$ cat src/rtl/ad2dma_dbg_pkg.sv
// Shared constants, FSM encodings and report payload for the ad2dma deadlock reporter.
package ad2dma_dbg_pkg;

  localparam int unsigned STATE_W = 3;

  localparam logic [STATE_W-1:0] ST_IDLE  = 3'd0;
  localparam logic [STATE_W-1:0] ST_WATCH = 3'd1;
  localparam logic [STATE_W-1:0] ST_SEND0 = 3'd2;
  localparam logic [STATE_W-1:0] ST_SEND1 = 3'd3;
  localparam logic [STATE_W-1:0] ST_SEND2 = 3'd4;
  localparam logic [STATE_W-1:0] ST_HOLD  = 3'd5;

  localparam logic [15:0] REPORT_MAGIC = 16'hDEAD;
  localparam int unsigned REPORT_BEATS = 3;

  localparam int unsigned BEAT_W = 2;
  localparam logic [BEAT_W-1:0] BEAT_HDR  = 2'd0;
  localparam logic [BEAT_W-1:0] BEAT_INFO = 2'd1;
  localparam logic [BEAT_W-1:0] BEAT_TS   = BEAT_W'(REPORT_BEATS - 1);

  // Three-word report snapshot, header word in the low slot
  typedef struct packed {
    logic [31:0] ts;
    logic [31:0] info;
    logic [31:0] hdr;
  } report_frame_t;

  // A monitor field marks its channel blocked with any nonzero code
  function automatic logic field_blocked(input logic [1:0] field);
    return |field;
  endfunction

endpackage

$ cat src/rtl/ad2dma_report_serializer.sv
// Streams a latched three-word report over AXI-Stream, holding each beat until accepted.
module ad2dma_report_serializer
  import ad2dma_dbg_pkg::*;
(
  input  logic          clock,
  input  logic          reset,
  input  logic          start_c,
  input  report_frame_t frame,
  output logic [31:0]   m_axis_tdata,
  output logic          m_axis_tvalid,
  input  logic          m_axis_tready,
  output logic          m_axis_tlast,
  output logic          done_c
);

  logic [BEAT_W-1:0] beat_q;
  logic [31:0]       info_q;
  logic [31:0]       ts_q;
  logic              handshake_c;

  assign handshake_c = m_axis_tvalid && m_axis_tready;
  assign done_c      = handshake_c && (beat_q == BEAT_TS);

  // Load the snapshot on start, then advance one beat per accepted transfer
  always_ff @(posedge clock) begin
    if (reset) begin
      m_axis_tdata  <= '0;
      m_axis_tvalid <= 1'b0;
      m_axis_tlast  <= 1'b0;
      beat_q        <= BEAT_HDR;
      info_q        <= '0;
      ts_q          <= '0;
    end else if (start_c) begin
      m_axis_tdata  <= frame.hdr;
      m_axis_tvalid <= 1'b1;
      m_axis_tlast  <= 1'b0;
      beat_q        <= BEAT_HDR;
      info_q        <= frame.info;
      ts_q          <= frame.ts;
    end else if (handshake_c) begin
      case (beat_q)
        BEAT_HDR: begin
          m_axis_tdata <= info_q;
          beat_q       <= BEAT_INFO;
        end
        BEAT_INFO: begin
          m_axis_tdata <= ts_q;
          m_axis_tlast <= 1'b1;
          beat_q       <= BEAT_TS;
        end
        default: begin
          m_axis_tvalid <= 1'b0;
          m_axis_tlast  <= 1'b0;
          beat_q        <= BEAT_HDR;
        end
      endcase
    end
  end

endmodule

$ cat src/rtl/ad2dma_deadlock_reporter.sv
// Qualifies sustained monitor blocking as a deadlock and emits a report frame to the host.
module ad2dma_deadlock_reporter
  import ad2dma_dbg_pkg::*;
#(
  parameter int unsigned NUM_CHAN = 2,
  parameter int unsigned INFO_W   = 2 * NUM_CHAN,
  parameter int unsigned CNT_W    = 16
) (
  input  logic              clock,
  input  logic              reset,
  input  logic              enable,
  input  logic              clear,
  input  logic [CNT_W-1:0]  threshold,
  input  logic              block,
  input  logic [INFO_W-1:0] axis_block_info,
  output logic [31:0]       m_axis_tdata,
  output logic              m_axis_tvalid,
  input  logic              m_axis_tready,
  output logic              m_axis_tlast,
  output logic              deadlock,
  output logic [7:0]        event_count
);

  logic [STATE_W-1:0] state_q, state_d;
  logic [CNT_W-1:0]   stall_q, stall_d;
  logic [31:0]        timestamp_q;
  logic [NUM_CHAN-1:0] chan_mask_c;
  logic [CNT_W-1:0]   thresh_last_c;
  logic [7:0]         event_next_c;
  logic               capture_c;
  logic               handshake_c;
  logic               done_c;
  report_frame_t      frame_c;

  // Per-channel blocked mask from the monitor's 2-bit fields
  always_comb begin
    chan_mask_c = '0;
    for (int i = 0; i < NUM_CHAN; i++) begin
      chan_mask_c[i] = field_blocked(axis_block_info[2*i +: 2]);
    end
  end

  // Capture fires on the block cycle that completes the required run (threshold 0 acts as 1)
  assign thresh_last_c = (threshold == '0) ? '0 : threshold - CNT_W'(1);
  assign capture_c     = (state_q == ST_WATCH) && block && (stall_q == thresh_last_c);
  assign handshake_c   = m_axis_tvalid && m_axis_tready;

  // Event count after this capture; a simultaneous clear restarts the count at one
  always_comb begin
    event_next_c = event_count + 8'd1;
    if (clear) begin
      event_next_c = 8'd1;
    end else if (event_count == 8'hFF) begin
      event_next_c = 8'hFF;
    end
  end

  // Snapshot words handed to the serializer on capture
  always_comb begin
    frame_c      = '0;
    frame_c.hdr  = {REPORT_MAGIC, 8'h00, event_next_c};
    frame_c.info = 32'({chan_mask_c, axis_block_info});
    frame_c.ts   = timestamp_q;
  end

  // Qualification FSM next-state and stall counter update
  always_comb begin
    state_d = state_q;
    stall_d = '0;
    case (state_q)
      ST_IDLE: begin
        if (enable) begin
          state_d = ST_WATCH;
        end
      end
      ST_WATCH: begin
        if (block) begin
          stall_d = (stall_q == {CNT_W{1'b1}}) ? stall_q : stall_q + CNT_W'(1);
        end
        if (capture_c) begin
          state_d = ST_SEND0;
          stall_d = '0;
        end else if (!enable) begin
          state_d = ST_IDLE;
        end
      end
      ST_SEND0: begin
        if (handshake_c) begin
          state_d = ST_SEND1;
        end
      end
      ST_SEND1: begin
        if (handshake_c) begin
          state_d = ST_SEND2;
        end
      end
      ST_SEND2: begin
        if (done_c) begin
          state_d = enable ? ST_HOLD : ST_IDLE;
        end
      end
      ST_HOLD: begin
        if (!enable) begin
          state_d = ST_IDLE;
        end else if (!block) begin
          state_d = ST_WATCH;
        end
      end
      default: begin
        state_d = ST_IDLE;
      end
    endcase
  end

  // State, stall counter and free-running timestamp registers
  always_ff @(posedge clock) begin
    if (reset) begin
      state_q     <= ST_IDLE;
      stall_q     <= '0;
      timestamp_q <= '0;
    end else begin
      state_q     <= state_d;
      stall_q     <= stall_d;
      timestamp_q <= timestamp_q + 32'd1;
    end
  end

  // Sticky deadlock flag and saturating capture count; capture beats clear
  always_ff @(posedge clock) begin
    if (reset) begin
      deadlock    <= 1'b0;
      event_count <= '0;
    end else if (capture_c) begin
      deadlock    <= 1'b1;
      event_count <= event_next_c;
    end else if (clear) begin
      deadlock    <= 1'b0;
      event_count <= '0;
    end
  end

  ad2dma_report_serializer u_serializer (
    .clock         (clock),
    .reset         (reset),
    .start_c       (capture_c),
    .frame         (frame_c),
    .m_axis_tdata  (m_axis_tdata),
    .m_axis_tvalid (m_axis_tvalid),
    .m_axis_tready (m_axis_tready),
    .m_axis_tlast  (m_axis_tlast),
    .done_c        (done_c)
  );

endmodule

$ cat config.mk
export PLATFORM = sky130hd
export DESIGN_NAME = ad2dma_deadlock_reporter
export DESIGN_NICKNAME = d
export VERILOG_FILES = /design/src/rtl/ad2dma_dbg_pkg.sv /design/src/rtl/ad2dma_report_serializer.sv /design/src/rtl/ad2dma_deadlock_reporter.sv
export SDC_FILE = /design/constraint.sdc
export NUM_CORES = 1
export LEC_CHECK = 0
export BUFFER_PORTS_ARGS = -buffer_cell sky130_fd_sc_hd__buf_4
export CAP_MARGIN = 40
export CORE_MARGIN = 8
export CORE_UTILIZATION = 60
export CTS_BUF_LIST = sky130_fd_sc_hd__clkbuf_4
export DETAILED_ROUTE_END_ITERATION = 16
export PLACE_DENSITY_LB_ADDON = 0.05
export SYNTH_ARGS = -nofsm -noshare
export SYNTH_HDL_FRONTEND = slang
export SYNTH_SLANG_ARGS = --single-unit
$ cat constraint.sdc
create_clock -name clock -period 9.3 [get_ports clock]
set_clock_uncertainty 0.15 [all_clocks]
set_input_delay 0 -clock clock [delete_from_list [all_inputs] [get_ports clock]]
set_output_delay 0 -clock clock [all_outputs]
set_load 0.02 [all_outputs]
==> results of run 1 <==
-- report_power, final --
group	total, mW	internal (mW)	switching, mW
Sequential	0.580	0.576	0.00338
Combinational	0.0708	0.0287	0.0421
Clock	0.333	0.106	0.227
-- logic make-up (layout without fill, tap and decap cells) --
family	after synthesis	count (layout)	synth area share, %
simple gates	342	342	27.39
compound gates	200	200	17.73
flops	134	134	40.45
buf+inv	74	133	4.301
xor+xnor	46	46	6.282
mux	20	20	3.094
fa+ha+maj	4	4	0.7546
-- cell type report --
| class | instances | area [um2] |
|---|---|---|
| tap | 140 | 175.2 |
| clock buffer | 17 | 127.6 |
| sequential | 134 | 2683 |
| multi-input combinational | 612 | 3694 |
| inverter | 11 | 41.29 |
| fill | 897 | 3241 |
| timing repair buffer | 90 | 728.2 |
| clock inverter | 15 | 103.9 |
-- sequential cells by signal, indices dropped and copies added, names as in the netlist --
register                    cells
timestamp_q                    32
u_serializer.m_axis_tdata      32
u_serializer.ts_q              32
stall_q                        16
event_count                     8
u_serializer.info_q             6
state_q                         3
u_serializer.beat_q             2
deadlock                        1
u_serializer.m_axis_tlast       1
u_serializer.m_axis_tvalid      1
-- cell usage after synthesis, drive strengths merged, types with 6 or more instances --
master  instances  area [um2]
xor2           22       192.7
or3            18       112.6
nand2b         10       62.56
dfxtp         134        2683
or4            12       93.84
clkbuf         53       200.2
inv            11       41.29
a31oi          16       100.1
nor4            6       37.54
o21ai          59       295.3
xnor2          23       201.4
and3           19       118.9
nand3          47       235.2
nor3           14       81.33
nor2           80       300.3
a21oi          77       385.4
buf            10       43.79
nand4          49       306.5
a211oi         10       75.07
nand2          54       202.7
mux2i          16       160.2
-- stage by stage --
step,cells,power (mW)
detailed placement,974,0.6577
CTS,1019,0.9880
global route,1019,1.026
floorplan,820,0.6340
global placement,973,0.6547
finish,1019,0.9831
-- worst min path at each step --
stage | slack [ns] | from | endpoint | cells past startpoint
6_report | 0.04 | threshold[15] | u_serializer.m_axis_tdata[2]$_SDFFE_PP0P_ | 6
5_1_grt | 0.07 | threshold[15] | u_serializer.m_axis_tdata[2]$_SDFFE_PP0P_ | 6
4_1_cts | 0.007 | block | state_q[1]$_SDFFE_PP0P_ | 5
3_5_place_dp | 0.02 | reset | u_serializer.info_q[1]$_SDFFE_PP0P_ | 2
3_3_place_gp | 0.02 | reset | u_serializer.info_q[1]$_SDFFE_PP0P_ | 2
2_1_floorplan | 0.004 | axis_block_info[0] | u_serializer.info_q[0]$_SDFFE_PP0P_ | 2
-- metal layers --
metal	vias up	wire length [um]	global-route usage, %	part of all wire, %
met5	-	0	0	0
li1	3096	-	-	-
met2	197	7768	36.10	45
met4	0	259	8.096	1.5
met1	2975	7993	32.58	47
met3	25	1148	5.305	6.7
-- critical path: stages (launching register included) --
cell           delay, ns
dfxtp_1             0.39
nand4bb_1           0.37
a221o_1             0.34
a21oi_1             0.13
o211ai_1            0.12
or4bb_1             0.52
or4_1               0.47
nor3_4              0.46
o41ai_1             0.13
dlygate4sd3_1       0.56
==> results.md, run 1 <==
- Setup Viol. Count Final: 0
- Avg WL per Cell: around 17 um
- First-pass GRT wire length: approximately 29000 um
- Avg Inst Size Synth: roughly 8 um2
- Reg-to-Reg End: state_q[0]$_SDFFE_PP0P_
- Slew Viols, Final: 0
- Cell Pwr Density: 130.2 mW/mm2
- Post-synth net total: 850
- Register-to-Register Path Depth: 9
- Critical path peak fanout: 9
- RSZ-0062 raised after global routing: no
- Rel. slew slack: a little under half
- Mapped Area: 0.006633 mm2
- Synth unique cells: between 60 and 70
- Synth Register Bits: ~130
- Die Width: between 100 and 150 um
- Hold Crit Class: in2reg
- Pre-CTS WS: between 5 and 6 ns
- Post-synth EDFFs: 0
- CP Capture Type: register
- Most used DFF post-synth: dfxtp_1
- Share of cells above drive strength 1: between 10% and 20%
- Final worst-path setup slack: ~5.6 ns
- Largest net degree at the start of global routing: just under 90
- Worst skew pair latency: ~0.55 ns
- Total grt overflow: 0
- Final period util: between 40% and 50%
- Max VDD drop: approximately 0.00012 V
- Clk root buf: clkbuf_4
- Placed Area: 0.007191 mm2
- Layout Utilization: between 60% and 70%
- Via density: between 6 and 7
- Critical path endpoint: state_q[0]$_SDFFE_PP0P_
- Worst-margin pin slew: roughly 0.79 ns
- Routed WL: 17170 um
- Setup TNS: 0 ns
- Worst-path clk slew: roughly 0.12 ns
- Via Count: between 6000 and 7000
- Final Wtd Congestion: 0.8924
- Die Ht: about 120 um
- Min Hold Slack: ~0.043 ns
- Run status: finished, final reports clean
- Num CTS Buffers: 17
- PortBufs: ~70
- Vias in the first global route: 5817
- Count of TritonRoute iterations in the first routing pass: 4
- Fin. Hold Viols: 0
- Most common cell after layout, fill and taps aside: dfxtp_1
- Post-Syn Instances: 820
- Max cap viols: 0
- P&R area growth vs syn: 13.87%
- Commonest cells after routing, fill and taps aside: dfxtp_1, nor2_1, a21oi_1, buf_4, o21ai_0
- Critical path launch point type: register
- Crit Reg-Reg Startpoint: state_q[1]$_SDFFE_PP0P_
- Core area: about 0.011 mm2
- Asr flop ratio synth: 0%
- Initial antenna violation count: 0
- Critical path class: reg2reg
- N_diodes: 0
- Pleak: around 2.6 nW
- Sequential-to-total area share from yosys stat: slightly above 40%
- Minimum clock period: ~3.7 ns
- Design area: roughly 0.0076 mm2
- Final #Nets: around 900
- Critical path origin: state_q[1]$_SDFFE_PP0P_
- Post-CTS Resized: 0
- # DRC: 0
- # rows: 38
- CTS tree: done
- ANT nets after route: 0
- # H-tree levels: 4
- Initial DRC Count: 493
- GRT Total Usage: around a quarter
- I/O pins: a little under 70
- Critical path data required time: between 9 and 10 ns
- Yosys warns: 0
- Die ar.: 0.01467 mm2
- R2R Setup Slk: 5.56 ns
- Clock Sinks: approximately 130
- Longest Clk Path Bufs: 2
- Postcts setup bufs: 0
- Post-DP HPWL: between 10000 and 15000 um
- Initial Utilization: between 60% and 70%
- WP data arrival: 4.04 ns
- Fmax: approximately 0.27 GHz
- Hold_buf cts: 13
No activity file was read; power rests on OpenSTA's default activity.
==> run 2: changes to the inputs <==
--- a/config.mk
+++ b/config.mk
@@ -5,10 +5,11 @@
 export SDC_FILE = /design/constraint.sdc
 export NUM_CORES = 1
 export LEC_CHECK = 0
+export ABC_AREA = 1
 export BUFFER_PORTS_ARGS = -buffer_cell sky130_fd_sc_hd__buf_4
 export CAP_MARGIN = 40
 export CORE_MARGIN = 8
-export CORE_UTILIZATION = 60
+export CORE_UTILIZATION = 55
 export CTS_BUF_LIST = sky130_fd_sc_hd__clkbuf_4
 export DETAILED_ROUTE_END_ITERATION = 16
 export PLACE_DENSITY_LB_ADDON = 0.05
==> constraint.sdc (replaced) <==
create_clock -name clock -period 3.3 [get_ports clock]
set_clock_uncertainty 0.15 [all_clocks]
set_input_delay 0 -clock clock [delete_from_list [all_inputs] [get_ports clock]]
set_output_delay 0 -clock clock [all_outputs]
set_load 0.02 [all_outputs]
==> results.md, run 2 <==
- Vias in the first global route: around 5700
- Num CTS Buffers: 17
- Switching part of the total: approximately 27%
- Avg WL per Cell: 13.88 um
- Clk root buf: clkbuf_4
- Yosys warns: 0
- Fin. Hold Viols: 0
- Sw power: between 0.8 and 0.9 mW
- I/O pins: 69
- Final #Nets: 1048
- Synth unique cells: 46
- Seq pwr share: between 50% and 60%
- Minimum clock period: ~3.0 ns
- Synth top area share: between 40% and 50%
- Die Width: between 100 and 150 um
- Via density: ~5.3
- N_diodes: 0
- Reg-to-Reg End: u_serializer.m_axis_tdata[2]$_SDFFE_PP0P_
- Mapped Area: roughly 0.0066 mm2
- Die Ht: around 130 um
- Most used DFF post-synth: dfxtp_1
- Placed Area: 0.007181 mm2
- Critical path class: reg2reg
- Worst skew pair latency: about 0.52 ns
- Yosys top cell by area: dfxtp_1
- Critical path data required time: 3.63 ns
- Fmax: roughly 0.33 GHz
- PortBufs: slightly below 70
- Internal: 2.382 mW
- R2R Setup Slk: a little under 0.3 ns
- Via Count: about 6300
- Hold path start: threshold[15]
- Avg Inst Size Synth: approximately 7 um2
- Setup TNS: 0 ns
- Slew Viols, Final: 0
- Comb power frac: a little over a tenth
- # DRC: 0
- Post-DP HPWL: between 10000 and 15000 um
- Run status: finished, final reports clean
- Top cells by count, synth: nand2_1, nor2_1, dfxtp_1
- Sequential-to-total area share from yosys stat: 40.64%
- Initial DRC Count: 430
- Post-synth EDFFs: 0
- Die ar.: ~0.016 mm2
- Largest net degree at the start of global routing: 43
- Critical path origin: state_q[0]$_SDFFE_PP0P_
- Crit Reg-Reg Startpoint: state_q[0]$_SDFFE_PP0P_
- P&R area growth vs syn: 15.41%
- Asr flop ratio synth: 0%
- Post-synth net total: 976
- Hold Crit Depth: 8
- Core area: 0.01186 mm2
- # rows: 40
- Critical path peak fanout: 26
- Initial antenna violation count: 0
- ANT nets after route: 0
- Postcts setup bufs: 0
- First-pass GRT wire length: about 27000 um
- Initial Utilization: 55.64%
- Synth area leaders: dfxtp_1, nand2_1, nor2_1
- Clock Sinks: between 100 and 150
- CP Capture Type: register
- CTS tree: done
- Post-Syn Instances: 946
- Synth Register Bits: 134
- Max VDD drop: 0.0005089 V
- Share of cells above drive strength 1: a little over an eighth
- Final period util: roughly 91%
- Cell Pwr Density: 427.1 mW/mm2
- Most common cell after layout, fill and taps aside: nand2_1
- Commonest cells after routing, fill and taps aside: nand2_1, nor2_1, dfxtp_1, inv_1, a21oi_1
- Fillers: 1103
- GRT Total Usage: between 20% and 30%
- Clock power frac: 38.4%
- Max cap viols: 0
- Design area: 0.007617 mm2
- Leading registers by flop count: timestamp_q: 32 flops, u_serializer.m_axis_tdata: 32 flops, u_serializer.ts_q: 32 flops
- Final Wtd Congestion: roughly 0.89
- WHS Endpoint: event_count[0]$_SDFFE_PP0P_
- WP data arrival: 3.33 ns
- Routed WL: 16350 um
- Pleak: between 3 and 4 nW
- Hold Crit Class: in2reg
- Longest Clk Path Bufs: 2
- Register Area: ~0.0027 mm2
- Count leader, synth: nand2_1
- Critical path launch point type: register
- Worst-path clk slew: between 0.1 and 0.15 ns
- Setup Viol. Count Final: 0
- Count of TritonRoute iterations in the first routing pass: 5
- Power after layout: 3.253 mW
- Min Hold Slack: roughly 0.072 ns
- Total grt overflow: 0
- Rel. slew slack: 69.75%
- # H-tree levels: 4
- Multi-input logic area: around 0.0034 mm2
- Worst-margin pin slew: ~0.45 ns
- Register-to-Register Path Depth: 14
- Layout Utilization: between 60 and 70%
-- run 2: worst max path at each step --
stage                                                           end  depth (start not counted)
final                     u_serializer.m_axis_tdata[2]$_SDFFE_PP0P_                         14
after CTS                 u_serializer.m_axis_tdata[2]$_SDFFE_PP0P_                         14
after global routing      u_serializer.m_axis_tdata[2]$_SDFFE_PP0P_                         14
after floorplan                          timestamp_q[26]$_SDFF_PP0_                         11
after global placement                      state_q[1]$_SDFFE_PP0P_                         19
after detailed placement                    state_q[0]$_SDFFE_PP0P_                         17
-- run 2: routing by layer --
layer	vias to the layer above	track usage (%)	part of all wire, %
li1	3269	-	-
met1	2833	25.66	45
met4	0	6.017	0.79
met3	12	5.567	5.1
met5	-	0	0
met2	137	35.28	49
-- run 2: final cells by class --
| class | instances | share of cell area (%) |
|---|---|---|
| timing repair buffer | 86 | 8.968 |
| sequential | 134 | 35.22 |
| multi-input combinational | 677 | 43.99 |
| clock inverter | 14 | 2.612 |
| tap | 147 | 2.415 |
| inverter | 102 | 5.026 |
| clock buffer | 18 | 1.774 |
-- run 2: repair_timing --
item | in CTS | in global routing
gates resized for setup | 0 | 1
endpoints found under the setup margin | 0 | 1
hold buffers | 10 | 0
endpoints found under the hold margin | 71 | 0
-- run 2: power groups by stage --
stage          registers [mW]  logic, mW  clock network [mW]
2_1_floorplan            1.69      0.242                   0
3_3_place_gp             1.70      0.323                   0
3_5_place_dp             1.70      0.324                   0
4_1_cts                  1.66      0.333                1.28
5_1_grt                  1.67      0.384                1.36
6_report                 1.67      0.337                1.25
-- run 2: logic make-up (layout without fill, tap and decap cells) --
| family | count (synthesis) | after routing | share of synthesized area (%) |
|---|---|---|---|
| buf+inv | 135 | 220 | 8.625 |
| simple gates | 460 | 460 | 30.77 |
| xor+xnor | 23 | 23 | 3.166 |
| compound gates | 190 | 190 | 16.04 |
| flops | 134 | 134 | 40.64 |
| fa+ha+maj | 4 | 4 | 0.7583 |
-- run 2: critical path: stages (launching register included) --
cell	delay (ns)
dfxtp_1	0.35
inv_1	0.08
nor2_1	0.18
nand2_1	0.11
nor2_2	0.24
nand2_1	0.09
nor2_1	0.09
nand4_1	0.09
nor2_1	0.23
nand2_2	0.23
buf_4	0.29
nand3b_1	0.11
nand2_1	0.07
a21oi_2	0.10
dlygate4sd3_1	0.54
-- run 2: per-stage QoR --
stage | std cells | setup slack, ns
final | 1178 | 0.2959
after global routing | 1178 | -0.002314
after CTS | 1178 | 0.1884
after detailed placement | 1136 | 0.4995
after global placement | 1136 | 0.5737
after floorplan | 946 | 1.116
